### config.mk
export PLATFORM = sky130hd
export DESIGN_NAME = nibble_serial_subtractor
export DESIGN_NICKNAME = d
export VERILOG_FILES = /design/src/rtl/nibble_serial_subtractor.sv
export SDC_FILE = /design/constraint.sdc
export NUM_CORES = 1
export LEC_CHECK = 0
export BUFFER_PORTS_ARGS = -buffer_cell sky130_fd_sc_hd__clkbuf_2
export CORE_MARGIN = 2
export CORE_UTILIZATION = 55
export DETAILED_ROUTE_END_ITERATION = 6
export PLACE_DENSITY = 0.79
export SLEW_MARGIN = 25
export SYNTH_ARGS = -nofsm -noshare
export SYNTH_HDL_FRONTEND = slang
export SYNTH_SLANG_ARGS = --single-unit
### constraint.sdc
create_clock -name clk -period 5.2 [get_ports clk]
set_input_delay 0.26 -clock clk [delete_from_list [all_inputs] [get_ports clk]]
set_output_delay 0.26 -clock clk [all_outputs]
set_load 0.1 [all_outputs]
### src/rtl/nibble_serial_subtractor.sv
// ---------------------------------------------------------------------------
// nibble_serial_subtractor
//   Multi-cycle subtractor: Diff = a - b - bin (modulo 2^WIDTH).
//   One SLICE-bit slice is processed per clock, least-significant first,
//   by adding a to the inverted b through a registered carry.
//
// Ports:
//   clk      rising-edge clock
//   reset_n  asynchronous active-low reset
//   start    request, sampled only when busy=0 (IDLE or DONE)
//   a, b     minuend / subtrahend, captured when start is accepted
//   bin      borrow in, captured with a and b
//   busy     high while an operation is in flight (state RUN)
//   done     one-cycle pulse when results are valid
//   Diff     result, a - b - bin modulo 2^WIDTH
//   Bout     borrow out of the MSB
//   Ovf      two's-complement signed overflow
//   Zero     Diff == 0
// ---------------------------------------------------------------------------
module nibble_serial_subtractor #(
  parameter int WIDTH = 16,
  parameter int SLICE = 4
) (
  input  logic             clk,
  input  logic             reset_n,
  input  logic             start,
  input  logic [WIDTH-1:0] a,
  input  logic [WIDTH-1:0] b,
  input  logic             bin,
  output logic             busy,
  output logic             done,
  output logic [WIDTH-1:0] Diff,
  output logic             Bout,
  output logic             Ovf,
  output logic             Zero
);

  localparam int NSLICE = WIDTH / SLICE;
  localparam int CW     = (NSLICE > 1) ? $clog2(NSLICE) : 1;
  localparam logic [CW-1:0] LAST_CNT = CW'(NSLICE - 1);

  typedef enum logic [1:0] {
    IDLE = 2'd0,
    RUN  = 2'd1,
    DONE = 2'd2
  } state_t;

  state_t             state_q;
  logic [WIDTH-1:0]   a_q;
  logic [WIDTH-1:0]   b_q;
  logic [WIDTH-1:0]   res_q;
  logic               carry_q;
  logic [CW-1:0]      cnt_q;
  logic               a_msb_q;
  logic               b_msb_q;
  logic               busy_q;
  logic               done_q;
  logic [WIDTH-1:0]   diff_q;
  logic               bout_q;
  logic               ovf_q;
  logic               zero_q;

  logic [SLICE-1:0]   b_inv;
  logic [SLICE:0]     slice_sum;
  logic [WIDTH-1:0]   res_d;
  logic               accept;

  // Start is only honoured when not busy (IDLE, or the DONE cycle for
  // back-to-back operation).
  assign accept = start && ((state_q == IDLE) || (state_q == DONE));

  always_comb begin
    b_inv     = ~b_q[SLICE-1:0];
    slice_sum = {1'b0, a_q[SLICE-1:0]} + {1'b0, b_inv} + {{SLICE{1'b0}}, carry_q};
    // New slice enters at the top; after NSLICE shifts the LSB slice has
    // arrived at bit 0 and res_d holds the full difference.
    res_d     = (res_q >> SLICE) | (WIDTH'(slice_sum[SLICE-1:0]) << (WIDTH - SLICE));
  end

  always_ff @(posedge clk or negedge reset_n) begin
    if (!reset_n) begin
      state_q <= IDLE;
      a_q     <= '0;
      b_q     <= '0;
      res_q   <= '0;
      carry_q <= 1'b0;
      cnt_q   <= '0;
      a_msb_q <= 1'b0;
      b_msb_q <= 1'b0;
      busy_q  <= 1'b0;
      done_q  <= 1'b0;
      diff_q  <= '0;
      bout_q  <= 1'b0;
      ovf_q   <= 1'b0;
      zero_q  <= 1'b0;
    end else begin
      done_q <= 1'b0;
      if (accept) begin
        a_q     <= a;
        b_q     <= b;
        a_msb_q <= a[WIDTH-1];
        b_msb_q <= b[WIDTH-1];
        // a - b - bin == a + ~b + ~bin
        carry_q <= ~bin;
        cnt_q   <= '0;
        state_q <= RUN;
        busy_q  <= 1'b1;
      end else begin
        case (state_q)
          RUN: begin
            a_q     <= a_q >> SLICE;
            b_q     <= b_q >> SLICE;
            res_q   <= res_d;
            carry_q <= slice_sum[SLICE];
            cnt_q   <= cnt_q + CW'(1);
            if (cnt_q == LAST_CNT) begin
              cnt_q   <= '0;
              state_q <= DONE;
              busy_q  <= 1'b0;
              done_q  <= 1'b1;
              diff_q  <= res_d;
              bout_q  <= ~slice_sum[SLICE];
              ovf_q   <= (a_msb_q != b_msb_q) && (res_d[WIDTH-1] != a_msb_q);
              zero_q  <= (res_d == '0);
            end
          end
          DONE: begin
            state_q <= IDLE;
          end
          default: begin
            state_q <= IDLE;
          end
        endcase
      end
    end
  end

  assign busy = busy_q;
  assign done = done_q;
  assign Diff = diff_q;
  assign Bout = bout_q;
  assign Ovf  = ovf_q;
  assign Zero = zero_q;

endmodule

; Word-level counts from Yosys, hierarchy flattened
; Cells that the tools add are included.
[op_classes]
n_bitwise = 5
n_mux = 18
reduce_logical = 10
n_addsub = 3
n_eq_ne = 6
[op_table]
columns = cell, count
row1 = 16-bit two-way mux, 4
row2 = 16-bit zero test, 1
row3 = 12-bit by 16-bit bitwise OR with 16-bit output, 1
row4 = 2-bit two-way mux, 6
row5 = 1-bit two-way mux, 8
row6 = 4-bit by 4-bit adder with 5-bit output, 1
row7 = 5-bit by 1-bit adder with 5-bit output, 1
row8 = "2-bit equality test, second input constant", 2
row9 = 4-bit inverter, 1
row10 = 2-bit AND reduction, 2
row11 = 2-bit nonzero test, 2
row12 = "3-bit != test, second input constant", 1
row13 = 1-bit inverter, 3
row14 = 3-bit AND reduction, 1
row15 = "2-bit by 1-bit adder with 2-bit output, second input constant", 1
row16 = "2-bit by 1-bit equality test with 1-bit output, second input constant", 1
row17 = 1-bit logical AND, 2
row18 = 2-bit zero test, 1
row19 = 1-bit != test, 2
row20 = 1-bit logical OR, 1
[word_totals]
wordCells = 56
out_inout_bits = 21
regBits = 76

; Longest topological paths before layout
[depth]
ltp_word = 6
mapped_depth = 7

; Worst setup path after synthesis
; No wires, ideal clock.
[synth_timing]
kind = flip-flop to flip-flop
from = register a_q[0]
to = register zero_q (netlist: Zero)
setup_slack_ns = 3.339
arrival_time_ns = 1.741
required_ns = 5.080
path_stages_with_launch = 8
setup_ns = 0.120
cell_sequence = dfrtp_1 > inv_1 > fa_1 > fa_1 > nand2_1 > nor3_1 > and4_1 > a31o_1
[synth_via]
elab_chain_len = 4
[synth_rtl]
columns = item, line_no
row1 = from (decl), 49  ; logic [WIDTH-1:0] a_q;
row2 = from (signal assigned), 111  ; a_q <= a_q >> SLICE;
row3 = 4-bit by 4-bit adder with 5-bit output, 74  ; slice_sum = {1'b0, a_q[SLICE-1:0]} + {1'b0, b_inv} + {{SLICE{1'b0}}, carry_q};
row4 = 5-bit by 1-bit adder with 5-bit output, 74
row5 = 12-bit by 16-bit bitwise OR with 16-bit output, 77  ; res_d = (res_q >> SLICE) | (WIDTH'(slice_sum[SLICE-1:0]) << (WIDTH - SLICE));
row6 = 16-bit zero test, 124  ; zero_q <= (res_d == '0);
row7 = to (signal assigned), 124
row8 = to (decl), 61  ; logic zero_q;
; Every way passes these cells.
; A chain may end at the register's enable or synchronous reset.

; Final worst setup path
[layout_timing]
from = register b_q[0]
to = register zero_q (netlist: Zero)
[layout_via]
elab_chain_len = 5
[layout_rtl]
columns = item, line_no
row1 = from (decl), 50  ; logic [WIDTH-1:0] b_q;
row2 = from (signal assigned), 112  ; b_q <= b_q >> SLICE;
row3 = 4-bit inverter, 73  ; b_inv = ~b_q[SLICE-1:0];
row4 = 4-bit by 4-bit adder with 5-bit output, 74
row5 = 5-bit by 1-bit adder with 5-bit output, 74
row6 = 12-bit by 16-bit bitwise OR with 16-bit output, 77
row7 = 16-bit zero test, 124
; Every way passes these cells.

==> impl_metrics.yaml <==
placement:
  hpwl_mm: 3.830
  dpl.cell_count: 402
  gp_congestion: 0.7273
  port_buffers: 56
job:
  drv_cap: 0
die:
  die_area_um2: 6069
  core-area_um2: 5205
  die_x_um: 77.91
  pin_count: 57
  start_util_pct: 57.72
  num_rows: 26
  die_y_um: 77.91
setup_path:
  end_kind: "flop"
  cp.required_ps: 5480
  cp-start-kind: "flop"
  critPathTopFamily: "adder cells"
  ff2ff_path_depth: 6
  cp_data_arrival_time_ps: 2280
  slowest_delay_ps: 530
  worstPathCellList: "fa_1 -> fa_1 -> nand2_1 -> nor3_1 -> and4_1 -> a31o_1"
  cp_common_cell: "fa_1"
  slowest_stage: "fa_1"
  critPathMaxFanout: 3
  rr_startpoint: "b_q[0]$_DFFE_PN0N_"
  r2r_slack_ps: 3200
  crit_type: "flop to flop"
  crit_buf_inv: 0
  reg2reg_to: "Zero$_DFFE_PN0P_"
sta:
  clock_skew_ps: 8.680
  clock.fmax_mhz: 499.9
  setup_viol: 0
  whs_ps: 124.5
  relSlewSlack_pct: 39.81
  slew_violations: 0
  timing.final.crit_share_pct: 38.47
  hold_viol: 0
  worst_pin_slew_ps: 902.8
  rsz0062_at_grt: "no"
  fin_setup_tns_ps: 0
  finalWorstPathRequiredPeriod_ps: 2000
route:
  via_per_inst: 5.342
  wirelength_mm: 5.919
  detail_route.wl_per_cell_um: 14.16
  drt_first_iter_violations: 105
  drc_errors: 0
  drt_first_pass_iters: 4
  vias: 2233
  drtAntennaViolNets: 0
grt:
  grt_max_degree: 73
  antenna_found_initial: 0
  grt_pass1_wl_mm: 10.13
  grt_pass1_vias: 2150
  grt_overflow: 0
  grt_usage_pct: 21.51
synthesis:
  synth_seq_cells: 72
  synth-edff-count: 0
  synth_ff_type: "dfrtp_1"
  synth_cell_types: 35
  syn_nets: 331
  synthCells: 289
  synth_area_per_cell_um2: 10.39
  yosysWarnings: 0
  synthArstFlopShare_pct: 100.0
  seq_area_frac_synth_pct: 59.98
  synth_area_um2: 3004
clocking:
  clockRootBuffer: "clkbuf_8"
  cts_tree: "done"
  clk_latency_ps: 340
  path_clk_slew_ps: 80
  postCtsHoldBufs: 0
  htreeDepth: 3
  clkSinkCount: 72
  cts_buffer_depth: 2
  cts-buffers-inserted: 9
  cts_setup_buffers: 0
  post_cts_resized: 0
hold_path:
  holdCritPathClass: "primary input to asynchronous set/reset pin"
final_layout:
  drive_gt1_share_pct: 26.44
  final_cells: 418
  finalNetCount: 385
  n_fill_cell: 411
  antenna_cells: 0
  syn2layout_area_growth_pct: 18.95
outcome:
  status: "finished, final reports clean"
## per-stage QoR
stage | area (um2) | setup slack [ps] | utilization [%]
global route | 3573 | 3030 | 68.65
global placement | 3331 | 3257 | 63.99
floorplan | 3004 | 3339 | -
finish | 3573 | 3200 | 68.65
CTS | 3573 | 3198 | 68.65
detailed placement | 3333 | 3221 | 64.04
## layout make-up
cell class              instances  area [um2]  share of cell area (%)
flip-flops and latches         72        1802                   50.42
well taps                      70       87.58                   2.451
clock buffers                  12       165.2                   4.622
multi-input cells             191        1100                   30.78
clock inverters                 4       75.07                   2.101
repair buffers                 60       310.3                   8.683
inverters                       9       33.78                  0.9454
## placed cells by master, fill, tap and decap left out, types with 4 or more instances in the layout
cell,Yosys,routed
inv_1,9,9
buf_4,0,4
a22o_1,7,7
o22ai_1,4,4
dfrtp_1,72,72
ha_1,4,4
a21oi_1,6,6
a31oi_1,8,8
clkbuf_2,0,55
nand2_1,86,86
nor2_1,13,13
a22oi_1,12,12
clkbuf_8,0,12
mux2_2,13,13
o21ai_0,13,13
## cell usage after synthesis (all sizes together), types with 2 or more instances
cell	n	share of area, %
a21oi	6	1.0
a22o	7	2.0
a22oi	12	3.0
a31oi	8	1.7
buf	6	1.0
clkbuf	11	1.4
dfrtp	72	60
fa	2	1.3
ha	4	1.7
inv	9	1.1
mux2	13	4.9
nand2	87	11
nand2b	2	0.42
nor2	13	1.6
nor3	3	0.67
o211ai	2	0.50
o21ai	13	2.2
o22ai	4	0.83
## worst register-to-register path, cell delays in order, from the launching register on
cell and delay [ps]:
dfrtp_1 410, fa_1 440, fa_1 530, nand2_1 60, nor3_1 150, and4_1 220
a31o_1 140
## registers in the layout, summed over array words and instances (netlist names), 2 cells and up
register	flops
Diff	16
a_q	16
b_q	16
res_q	12
cnt_q	2
state_q	2
## cell families after synthesis
group                    count (synthesis)  synth area share, %
AO/OA/AOI/OAI                           55                12.04
XOR/XNOR                                 2               0.5832
adder cells (fa/ha/maj)                  6                2.999
buffers and inverters                   26                3.499
flip-flops                              72                59.98
multiplexers                            13                4.873
AND/OR/NAND/NOR                        115                16.04
## worst max-delay path by stage
stage                                 startpoint          endpoint  slack [ps]  depth (start not counted)
after floorplan               a_q[0]$_DFFE_PN0N_  Zero$_DFFE_PN0P_        3340                          7
after global placement    state_q[1]$_DFFE_PN0P_  Bout$_DFFE_PN0P_        3260                          5
after detailed placement  state_q[1]$_DFFE_PN0P_  Bout$_DFFE_PN0P_        3220                          5
after CTS                     b_q[0]$_DFFE_PN0N_  Zero$_DFFE_PN0P_        3200                          6
after global routing          b_q[0]$_DFFE_PN0N_  Zero$_DFFE_PN0P_        3030                          6
final                         b_q[0]$_DFFE_PN0N_  Zero$_DFFE_PN0P_        3200                          6
## per-layer routing
layer,GRT usage [%],vias up,share of wire [%]
li1,-,1086,-
met3,4.767,8,6.3
met2,34.57,77,48
met4,8.246,0,1.4
met5,0,-,0
met1,28.80,1062,44
Power is left out: the tool's default activity adds up to more than one toggle a clock period on the data nets, which glitch-free logic cannot reach.
